**src/rtl/crtc_pixel_serializer_pkg.sv**
```systemverilog
// Shared widths, fetch-phase constants and the sideband bundle for the
// MC6845 downstream pixel serializer.
package crtc_pkg;

  localparam int DEF_CHAR_W = 8;
  localparam int DEF_MA_W   = 14;
  localparam int DEF_RA_W   = 5;
  localparam int DEF_CODE_W = 8;

  // dot_cnt values whose closing edge performs each pipeline step
  localparam int PH_SAMPLE  = 1;
  localparam int PH_RD_END  = 2;
  localparam int PH_FONT    = 3;
  localparam int PH_PATTERN = 5;

  typedef struct packed {
    logic de;
    logic hsync;
    logic vsync;
    logic cursor;
  } sideband_t;

  function automatic sideband_t sideband_none();
    sideband_t v;
    v = '{de: 1'b0, hsync: 1'b0, vsync: 1'b0, cursor: 1'b0};
    return v;
  endfunction

endpackage

```
**src/rtl/crtc_pixel_serializer_if.sv**
```systemverilog
// CRTC sample, memory-fetch and monitor-side signals of the pixel serializer.
// master is the serializer, slave is the CRTC/RAM/ROM/monitor environment.
interface crtc_pixel_serializer_if #(
  parameter int MA_W   = crtc_pkg::DEF_MA_W,
  parameter int RA_W   = crtc_pkg::DEF_RA_W,
  parameter int CODE_W = crtc_pkg::DEF_CODE_W,
  parameter int CHAR_W = crtc_pkg::DEF_CHAR_W
);

  logic [MA_W-1:0]        MA;
  logic [RA_W-1:0]        RA;
  logic                   DE;
  logic                   HSYNC;
  logic                   VSYNC;
  logic                   CURSOR;
  logic                   CCLK;
  logic [MA_W-1:0]        VRAM_ADDR;
  logic                   VRAM_RD;
  logic [CODE_W-1:0]      VRAM_DATA;
  logic [CODE_W+RA_W-1:0] FONT_ADDR;
  logic [CHAR_W-1:0]      FONT_DATA;
  logic                   PIXEL;
  logic                   DE_OUT;
  logic                   HSYNC_OUT;
  logic                   VSYNC_OUT;

  modport master (
    input  MA, RA, DE, HSYNC, VSYNC, CURSOR, VRAM_DATA, FONT_DATA,
    output CCLK, VRAM_ADDR, VRAM_RD, FONT_ADDR, PIXEL, DE_OUT, HSYNC_OUT, VSYNC_OUT
  );

  modport slave (
    output MA, RA, DE, HSYNC, VSYNC, CURSOR, VRAM_DATA, FONT_DATA,
    input  CCLK, VRAM_ADDR, VRAM_RD, FONT_ADDR, PIXEL, DE_OUT, HSYNC_OUT, VSYNC_OUT
  );

endinterface

```
**src/rtl/crtc_pixel_serializer_dot_timer.sv**
```systemverilog
// Dot counter for one character cell: derives CCLK and one-hot strobes that
// are high during the dot_cnt value whose closing edge runs each fetch step.
module crtc_dot_timer
  import crtc_pkg::*;
#(
  parameter int CHAR_W = DEF_CHAR_W
) (
  input  logic CLK,
  input  logic RSTn,
  output logic o_cclk,
  output logic o_e_sample,
  output logic o_e_rd_end,
  output logic o_e_font,
  output logic o_e_pattern,
  output logic o_e_load
);

  localparam int               CNT_W = $clog2(CHAR_W);
  localparam logic [CNT_W-1:0] LAST  = CNT_W'(CHAR_W - 1);
  localparam logic [CNT_W-1:0] HALF  = CNT_W'(CHAR_W / 2);

  logic [CNT_W-1:0] r_dot_cnt;
  logic [CNT_W-1:0] w_cnt_nxt;

  // Next dot count, wrapping by compare rather than overflow
  always_comb begin
    w_cnt_nxt = '0;
    if (r_dot_cnt == LAST) begin
      w_cnt_nxt = '0;
    end else begin
      w_cnt_nxt = r_dot_cnt + CNT_W'(1);
    end
  end

  // Counter, CCLK and strobes all decode the next count so they stay registered
  always_ff @(posedge CLK or negedge RSTn) begin
    if (!RSTn) begin
      r_dot_cnt   <= '0;
      o_cclk      <= 1'b0;
      o_e_sample  <= 1'b0;
      o_e_rd_end  <= 1'b0;
      o_e_font    <= 1'b0;
      o_e_pattern <= 1'b0;
      o_e_load    <= 1'b0;
    end else begin
      r_dot_cnt   <= w_cnt_nxt;
      o_cclk      <= (w_cnt_nxt >= HALF);
      o_e_sample  <= (w_cnt_nxt == CNT_W'(PH_SAMPLE));
      o_e_rd_end  <= (w_cnt_nxt == CNT_W'(PH_RD_END));
      o_e_font    <= (w_cnt_nxt == CNT_W'(PH_FONT));
      o_e_pattern <= (w_cnt_nxt == CNT_W'(PH_PATTERN));
      o_e_load    <= (w_cnt_nxt == LAST);
    end
  end

endmodule

```
**src/rtl/crtc_pixel_serializer.sv**
```systemverilog
// MC6845 downstream stage: samples the CRTC once per character, fetches code
// and glyph row, and shifts the row out one dot per CLK with re-timed sidebands.
module crtc_pixel_serializer
  import crtc_pkg::*;
#(
  parameter int CHAR_W = DEF_CHAR_W,
  parameter int MA_W   = DEF_MA_W,
  parameter int RA_W   = DEF_RA_W,
  parameter int CODE_W = DEF_CODE_W
) (
  input  logic                    CLK,
  input  logic                    RSTn,
  crtc_pixel_serializer_if.master bus
);

  logic w_cclk;
  logic w_e_sample;
  logic w_e_rd_end;
  logic w_e_font;
  logic w_e_pattern;
  logic w_e_load;

  crtc_dot_timer #(.CHAR_W(CHAR_W)) u_timer (
    .CLK         (CLK),
    .RSTn        (RSTn),
    .o_cclk      (w_cclk),
    .o_e_sample  (w_e_sample),
    .o_e_rd_end  (w_e_rd_end),
    .o_e_font    (w_e_font),
    .o_e_pattern (w_e_pattern),
    .o_e_load    (w_e_load)
  );

  sideband_t              r_sb;
  sideband_t              r_sb_out;
  logic [RA_W-1:0]        r_ra;
  logic [MA_W-1:0]        r_vaddr;
  logic                   r_vrd;
  logic [CODE_W+RA_W-1:0] r_faddr;
  logic [CHAR_W-1:0]      r_pattern;
  logic [CHAR_W-1:0]      r_shift;

  // CRTC sample and the VRAM / font ROM fetch pipeline
  always_ff @(posedge CLK or negedge RSTn) begin
    if (!RSTn) begin
      r_sb      <= sideband_none();
      r_ra      <= '0;
      r_vaddr   <= '0;
      r_vrd     <= 1'b0;
      r_faddr   <= '0;
      r_pattern <= '0;
    end else begin
      if (w_e_sample) begin
        r_sb    <= '{de: bus.DE, hsync: bus.HSYNC, vsync: bus.VSYNC, cursor: bus.CURSOR};
        r_ra    <= bus.RA;
        r_vaddr <= bus.MA;
        r_vrd   <= 1'b1;
      end else if (w_e_rd_end) begin
        r_vrd   <= 1'b0;
      end
      if (w_e_font) begin
        r_faddr <= {bus.VRAM_DATA, r_ra};
      end
      if (w_e_pattern) begin
        r_pattern <= bus.FONT_DATA;
      end
    end
  end

  // Load edge commits row and sidebands together; blanking wins over cursor
  always_ff @(posedge CLK or negedge RSTn) begin
    if (!RSTn) begin
      r_shift  <= '0;
      r_sb_out <= sideband_none();
    end else if (w_e_load) begin
      r_shift  <= r_sb.de ? (r_pattern ^ {CHAR_W{r_sb.cursor}}) : '0;
      r_sb_out <= r_sb;
    end else begin
      r_shift  <= {r_shift[CHAR_W-2:0], 1'b0};
    end
  end

  assign bus.CCLK      = w_cclk;
  assign bus.VRAM_ADDR = r_vaddr;
  assign bus.VRAM_RD   = r_vrd;
  assign bus.FONT_ADDR = r_faddr;
  assign bus.PIXEL     = r_shift[CHAR_W-1];
  assign bus.DE_OUT    = r_sb_out.de;
  assign bus.HSYNC_OUT = r_sb_out.hsync;
  assign bus.VSYNC_OUT = r_sb_out.vsync;

  // Cursor only matters when it reaches the output row
  logic w_unused;
  assign w_unused = r_sb_out.cursor;

endmodule
```
**src/flat_wrapper.sv**
```systemverilog
// flat-port wrapper written by rule: the top's interface ports become plain ports
module crtc_pixel_serializer_flat import crtc_pkg::*;
#(
  parameter int CHAR_W = DEF_CHAR_W,
  parameter int MA_W   = DEF_MA_W,
  parameter int RA_W   = DEF_RA_W,
  parameter int CODE_W = DEF_CODE_W
)
  (CLK, RSTn, bus_MA, bus_RA, bus_DE, bus_HSYNC, bus_VSYNC, bus_CURSOR, bus_VRAM_DATA, bus_FONT_DATA, bus_CCLK, bus_VRAM_ADDR, bus_VRAM_RD, bus_FONT_ADDR, bus_PIXEL, bus_DE_OUT, bus_HSYNC_OUT, bus_VSYNC_OUT);
  crtc_pixel_serializer_if #(.MA_W(MA_W), .RA_W(RA_W), .CODE_W(CODE_W), .CHAR_W(CHAR_W)) bus_i ();
  input  logic CLK;
  input  logic RSTn;
  input wire logic [$bits(bus_i.MA)-1:0] bus_MA;
  input wire logic [$bits(bus_i.RA)-1:0] bus_RA;
  input wire logic [$bits(bus_i.DE)-1:0] bus_DE;
  input wire logic [$bits(bus_i.HSYNC)-1:0] bus_HSYNC;
  input wire logic [$bits(bus_i.VSYNC)-1:0] bus_VSYNC;
  input wire logic [$bits(bus_i.CURSOR)-1:0] bus_CURSOR;
  input wire logic [$bits(bus_i.VRAM_DATA)-1:0] bus_VRAM_DATA;
  input wire logic [$bits(bus_i.FONT_DATA)-1:0] bus_FONT_DATA;
  output wire logic [$bits(bus_i.CCLK)-1:0] bus_CCLK;
  output wire logic [$bits(bus_i.VRAM_ADDR)-1:0] bus_VRAM_ADDR;
  output wire logic [$bits(bus_i.VRAM_RD)-1:0] bus_VRAM_RD;
  output wire logic [$bits(bus_i.FONT_ADDR)-1:0] bus_FONT_ADDR;
  output wire logic [$bits(bus_i.PIXEL)-1:0] bus_PIXEL;
  output wire logic [$bits(bus_i.DE_OUT)-1:0] bus_DE_OUT;
  output wire logic [$bits(bus_i.HSYNC_OUT)-1:0] bus_HSYNC_OUT;
  output wire logic [$bits(bus_i.VSYNC_OUT)-1:0] bus_VSYNC_OUT;
  assign bus_i.MA = bus_MA;
  assign bus_i.RA = bus_RA;
  assign bus_i.DE = bus_DE;
  assign bus_i.HSYNC = bus_HSYNC;
  assign bus_i.VSYNC = bus_VSYNC;
  assign bus_i.CURSOR = bus_CURSOR;
  assign bus_i.VRAM_DATA = bus_VRAM_DATA;
  assign bus_i.FONT_DATA = bus_FONT_DATA;
  assign bus_CCLK = bus_i.CCLK;
  assign bus_VRAM_ADDR = bus_i.VRAM_ADDR;
  assign bus_VRAM_RD = bus_i.VRAM_RD;
  assign bus_FONT_ADDR = bus_i.FONT_ADDR;
  assign bus_PIXEL = bus_i.PIXEL;
  assign bus_DE_OUT = bus_i.DE_OUT;
  assign bus_HSYNC_OUT = bus_i.HSYNC_OUT;
  assign bus_VSYNC_OUT = bus_i.VSYNC_OUT;
  crtc_pixel_serializer #(.CHAR_W(CHAR_W), .MA_W(MA_W), .RA_W(RA_W), .CODE_W(CODE_W)) u_core (.CLK(CLK), .RSTn(RSTn), .bus(bus_i));
endmodule
```
**config.mk**
```make
export PLATFORM = sky130hd
export DESIGN_NAME = crtc_pixel_serializer_flat
export DESIGN_NICKNAME = d
export VERILOG_FILES = /design/src/rtl/crtc_pixel_serializer_pkg.sv /design/src/rtl/crtc_pixel_serializer_if.sv /design/src/rtl/crtc_pixel_serializer_dot_timer.sv /design/src/rtl/crtc_pixel_serializer.sv /design/src/flat_wrapper.sv
export SDC_FILE = /design/constraint.sdc
export NUM_CORES = 1
export LEC_CHECK = 0
export ABC_AREA = 1
export CAP_MARGIN = 20
export CORE_MARGIN = 5
export CORE_UTILIZATION = 46
export DETAILED_ROUTE_END_ITERATION = 7
export PLACE_DENSITY = 0.78
export SLEW_MARGIN = 20
export SYNTH_ARGS = -nofsm -noshare
export SYNTH_HDL_FRONTEND = slang
export SYNTH_SLANG_ARGS = --single-unit
```
**constraint.sdc**
```tcl
create_clock -name CLK -period 1.5 [get_ports CLK]
set_input_delay 0.3 -clock CLK [delete_from_list [all_inputs] [get_ports CLK]]
set_output_delay 0.3 -clock CLK [all_outputs]
set_load 0.01 [all_outputs]
```
**Word-level counts from Yosys, hierarchy flattened**

Index checks and enable logic that the tools add are counted.

- Logic and storage cells: 35
- Register bits after elaboration: 65
- Bits of input ports: 41
- Output and inout port bits: 33

- Magnitude comparators: 1
- Multiplexer cells: 5
- Add/sub/neg operators: 1
- Bitwise logic cells: 1
- Equal/unequal tests: 6
- Reduce and logical (&&, ||, !) cells: 1

Operator list:

| operator | number |
|---|---|
| 8-bit 2-to-1 mux | 2 |
| 3-bit == test, second input constant | 3 |
| 8-bit bitwise XOR | 1 |
| 3-bit by 2-bit == test with 1-bit output, second input constant | 2 |
| 3-bit by 1-bit adder with 3-bit output, second input constant | 1 |
| 3-bit by 1-bit == test with 1-bit output, second input constant | 1 |
| 3-bit greater-or-equal comparator, second input constant | 1 |
| 3-bit 2-to-1 mux | 1 |
| 1-bit 2-to-1 mux | 2 |
| 2-bit nonzero test | 1 |

**Depth between registers and ports, before layout**

- Word-level depth: 3
- Depth in mapped cells: 6
- Depth with buffers taken out: 6

**Hierarchy**

Synthesis repeated with hierarchy kept, for this count alone.

- Cell total of the unflattened synthesis: 274
- Area total of the unflattened synthesis: 2526.2 um^2

By module, submodules not included:

| module | sequential area each (um^2) | area each (um^2) | cells each | times used |
|---|---|---|---|---|
| crtc_pixel_serializer | 1401.3 | 2214.6 | 248 | 1 |
| crtc_dot_timer | 200.2 | 311.5 | 26 | 1 |

**Worst setup path before layout**

OpenSTA, ideal clock, no wires.

- Path kind: reg2reg
- Start point: reg u_core.u_timer.r_dot_cnt[0]
- End point: reg u_core.u_timer.o_e_load
- Setup slack: 0.310 ns
- Stages on the path, launching flop included: 5
- Setup time: 0.086 ns
- Period minus slack after synthesis: 1.190 ns
- Required time: 1.414 ns
- Buffers on the path: 0
- Arrival time: 1.104 ns
- Cells stage by stage: dfrtp_1 -> ha_1 -> ha_1 -> inv_1 -> nor3_1

- Longest elaborated chain between the ends: 3
- Elaborated cells between the ends (all ways): 4
- Classes of those cells: add/sub: 1; eq/ne: 2; mux: 1

Ends and longest elaborated chain:

| item | line | text |
|---|---|---|
| from (decl) | crtc_pixel_serializer_dot_timer.sv:22 | `logic [CNT_W-1:0] r_dot_cnt;` |
| from (signal assigned) | crtc_pixel_serializer_dot_timer.sv:46 | `r_dot_cnt <= w_cnt_nxt;` |
| 3-bit by 1-bit adder with 3-bit output or 3-bit == test (tied branches) | crtc_pixel_serializer_dot_timer.sv:31, crtc_pixel_serializer_dot_timer.sv:28 |  |
| 3-bit 2-to-1 mux * | crtc_pixel_serializer_dot_timer.sv:28 | `if (r_dot_cnt == LAST) begin` |
| named net u_core.u_timer.w_cnt_nxt[2] | crtc_pixel_serializer_dot_timer.sv:23 | `logic [CNT_W-1:0] w_cnt_nxt;` |
| 3-bit == test * | crtc_pixel_serializer_dot_timer.sv:52 | `o_e_load <= (w_cnt_nxt == LAST);` |
| to (signal assigned) | crtc_pixel_serializer_dot_timer.sv:52 |  |
| to (decl) | crtc_pixel_serializer_dot_timer.sv:15 | `output logic o_e_load` |

Mark *: on every way through the listed nets, which the timed path passes. The rest lies on a longest branch.
A chain may end at the register's enable or synchronous reset.

**Worst setup path in the final report**

- Start point: reg u_core.r_faddr[5], in the netlist u_core.bus.FONT_ADDR[5]
- End point: out bus_FONT_ADDR[5]

RTL lines:

| item | line | text |
|---|---|---|
| from (decl) | crtc_pixel_serializer.sv:39 | `logic [CODE_W+RA_W-1:0] r_faddr;` |
| from (signal assigned) | crtc_pixel_serializer.sv:62 | `r_faddr <= {bus.VRAM_DATA, r_ra};` |
| to (decl) | flat_wrapper.sv:24 | `output wire logic [$bits(bus_i.FONT_ADDR)-1:0] bus_FONT_ADDR;` |

No word-level cell between the ends.

==> implementation parameters <==
Parameter                              Value

Place
  Setup Slack @ Placement    approximately 0.2 ns
  Placement Cell Area    0.003251 sq mm
  Placed wire-length estimate after detailed placement    3.768 mm
  Cell count after placement    405
  Final RePlAce weighted congestion    0.7916
  Number of buffers inserted by port buffering    73

Drt
  DRC viols    0
  Routed wire length    5.431 mm
  Post-detailed-route count of antenna-violating nets    0
  Average via count per standard cell    4.532
  WL per Instance    ~13 um
  Iteration-0 DRC Markers    114
  Initial DRT Pass Iterations    4
  Total via count after detailed routing    1917

Run status
  Result of the run    complete, no violations

Logic synthesis
  Share of the synthesized area in the top cell type    approximately 64%
  Yosys warning count    0
  Syn Nets    312
  Count of unique library cells instantiated by Yosys    14
  Register bit count reported by yosys    64
  Most area-hungry cell type in the Yosys netlist    sky130_fd_sc_hd__dfrtp_1
  Top cells by area, synth    sky130_fd_sc_hd__dfrtp_1, sky130_fd_sc_hd__nand2_1, sky130_fd_sc_hd__o21ai_0, sky130_fd_sc_hd__inv_1, sky130_fd_sc_hd__buf_6
  Mapped Avg Cell Area    9.284 sq um
  Post-synth design cell area    0.002497 sq mm
  Proportion of synthesized chip area in sequential cells    64.13%
  Number of cells produced by synthesis    about 270

Global route
  Number of antenna violations at the first check in global routing    1
  Total routing usage reported by global routing    about 16%
  Vias in the first global route    1830
  First-pass GRT wire length    a little over 9 mm
  Pin count of the biggest net entering global routing    65
  Remaining global-route overflow    0

Timing
  Minimum clock period    around 1.3 ns
  Setup Total Neg Slack    0 ns
  Setup repair after global routing missed its margin    false
  Hold Slack    0.4275 ns
  Finish-stage setup viols    0
  Share of the cycle needed by the critical path after routing    88.45%
  Number of hold violations in the final report    0
  Peak Freq    753.7 MHz
  Minimum setup slack in the final design    0.1733 ns
  Max transition margin    74.05%
  Fin Clk Skew    between 0.004 and 0.005 ns
  Slew Limit Fails    0
  Transition at the pin with the smallest max-transition slack    around 0.39 ns

Setup path
  Crit path DAT    roughly 1.0 ns
  Sort of element at the end of the critical path    output port
  CP bufs+invs    1
  Cell-by-cell listing of the critical path    dlygate4sd2_1
  CP max-delay cell    sky130_fd_sc_hd__dfrtp_1
  Worst reg2reg path depth    4
  WS Path Type    flip-flop to output port
  Maximum fanout along the worst path    2
  Largest incremental delay on the critical path    0.40 ns
  Startpoint class of the critical path    flip-flop
  Family with the most delay on the worst path    flip-flops
  Critical path depth in cells    1
  Required time at the endpoint of the critical path    1.20 ns

Clock network
  Maximum clock insertion buffer count    2
  Insertion delay to the later sink of the worst-skew pair    0.33 ns
  Number of setup buffers added after CTS    0
  Number of buffers inserted during clock tree synthesis    9
  Clock Root Buffer    sky130_fd_sc_hd__clkbuf_8
  H-tree Lvls    3
  Clock tree from TritonCTS    built
  Clock-pin transition on the worst setup and hold timing paths    0.07 ns
  Clock sink count    64

Final layout
  Proportion of layout cells with a drive suffix above 1    5.682%
  Share of the core filled with cells in the final layout    65.43%
  Final std cells w/o fill    423
  Post-layout instance area    0.003406 sq mm
  Seq. cell area    around 0.0016 sq mm
  Syn-to-layout area delta    36.37%
  Number of filler instances in the final layout    443
  Multi-input gate area    684.4 sq um
  Fin nets    around 400

Floorplanning
  Standard-cell rows    26
  Starting utilization of the core area    between 40% and 50%
  Die span in x    83.68 um
  IO Pins    74
  Die ar.    0.007002 sq mm
  Core ar.    approximately 0.0052 sq mm
  Y dimension of the die    about 84 um

Power and ir drop
  Static Leakage    1.750 nW
  Areal power density over the cells    1032 mW/mm^2
  Worst vdd rail ir drop    753.1 uV
  Power Total    ~3.5 mW

Min path
  Worst Hold Depth    1
  Class of the most critical hold timing path    flip-flop to flip-flop

Job
  Max-capacitance violation count    0
[cell families (layout without fill, tap and decap cells)]
group / count (synthesis) / count (layout) / share of synthesized area (%)
and+or+nand+nor: 134 / 134 / 20.64
DFF: 64 / 64 / 64.13
buffers and inverters: 41 / 124 / 8.466
AOI/OAI and AO/OA: 28 / 28 / 5.761
adders and majority gates: 2 / 2 / 1.002
other: 0 / 1 / 0
[cells in the final DEF, fill, tap and decap left out, drive strengths merged]
cell,synthesis,final
a21oi,1,1
buf,10,4
bufinv,0,1
clkbuf,0,12
clkdlybuf4s50,0,39
clkinv,0,3
dfrtp,64,64
diode,0,1
dlygate4sd2,0,32
dlygate4sd3,0,1
dlymetal6s2s,0,1
ha,2,2
inv,31,31
nand2,121,121
nand3,7,7
nor2,3,3
nor3,3,3
o21ai,27,27
[worst reg2reg max path, cell delays in order (launching register included)]
cell and delay, ns:
sky130_fd_sc_hd__dfrtp_1 0.41, sky130_fd_sc_hd__ha_1 0.22, sky130_fd_sc_hd__ha_1 0.35, sky130_fd_sc_hd__inv_1 0.07, sky130_fd_sc_hd__nor3_1 0.17
[layer usage]
layer  vias to the layer above  GRT usage [%]  wire length, um
met5                         -              0                0
met4                         0          9.064               77
met3                         8          3.455              308
met2                        63          24.87             2600
met1                       870          21.47             2444
li1                        976              -                -
[cell usage after synthesis, drive strengths merged]
master,count
a21oi,1
buf,10
dfrtp,64
ha,2
inv,31
nand2,121
nand3,7
nor2,3
nor3,3
o21ai,27
[repair_timing]
action,4_1_cts,5_1_grt
pin swaps,0,0
gates resized for setup,32,1
setup endpoints to repair,32,1
endpoints found under the hold margin,64,0
hold buffers,1,0
[final cells by class]
type | instances | area share (%)
Tap cell | 70 | 2.572
Antenna cell | 1 | 0.07348
Sequential cell | 64 | 47.02
Timing Repair Buffer | 77 | 21.53
Clock buffer | 12 | 3.968
Clock inverter | 4 | 1.323
Multi-Input combinational cell | 164 | 20.10
Inverter | 31 | 3.417
[path summary, 6_finish.rpt]
path | endpoint | slack, ns | start
max in group asynchronous | u_core.r_pattern[1] | 0.71 | RSTn
hold reg to reg | u_core.bus.VRAM_RD | 0.43 | u_core.u_timer.o_e_rd_end
hold / removal | u_core.bus.VRAM_RD | 0.43 | u_core.u_timer.o_e_rd_end
min in group asynchronous | u_core.r_pattern[7] | 0.51 | RSTn
setup reg to reg | u_core.u_timer.o_e_load | 0.18 | u_core.u_timer.r_dot_cnt[0]
setup / recovery | bus_FONT_ADDR[5] | 0.17 | u_core.bus.FONT_ADDR[5]
[power breakdown]
part / total (mW) / internal, mW / switching (mW)
Clock: 1.37 / 0.761 / 0.607
Combinational: 0.307 / 0.172 / 0.136
Sequential: 1.84 / 1.80 / 0.0370
[sequential cells by signal, summed over array words and instances (netlist names), 2 cells and up]
register and count:
u_core.r_sb 4, u_core.bus.VRAM_ADDR 14, u_core.r_ra 5, u_core.u_timer.r_dot_cnt 2, u_core.r_shift 8, u_core.bus.FONT_ADDR 13
u_core.r_pattern 8
Note: power is estimated with default switching activity, not from simulation.
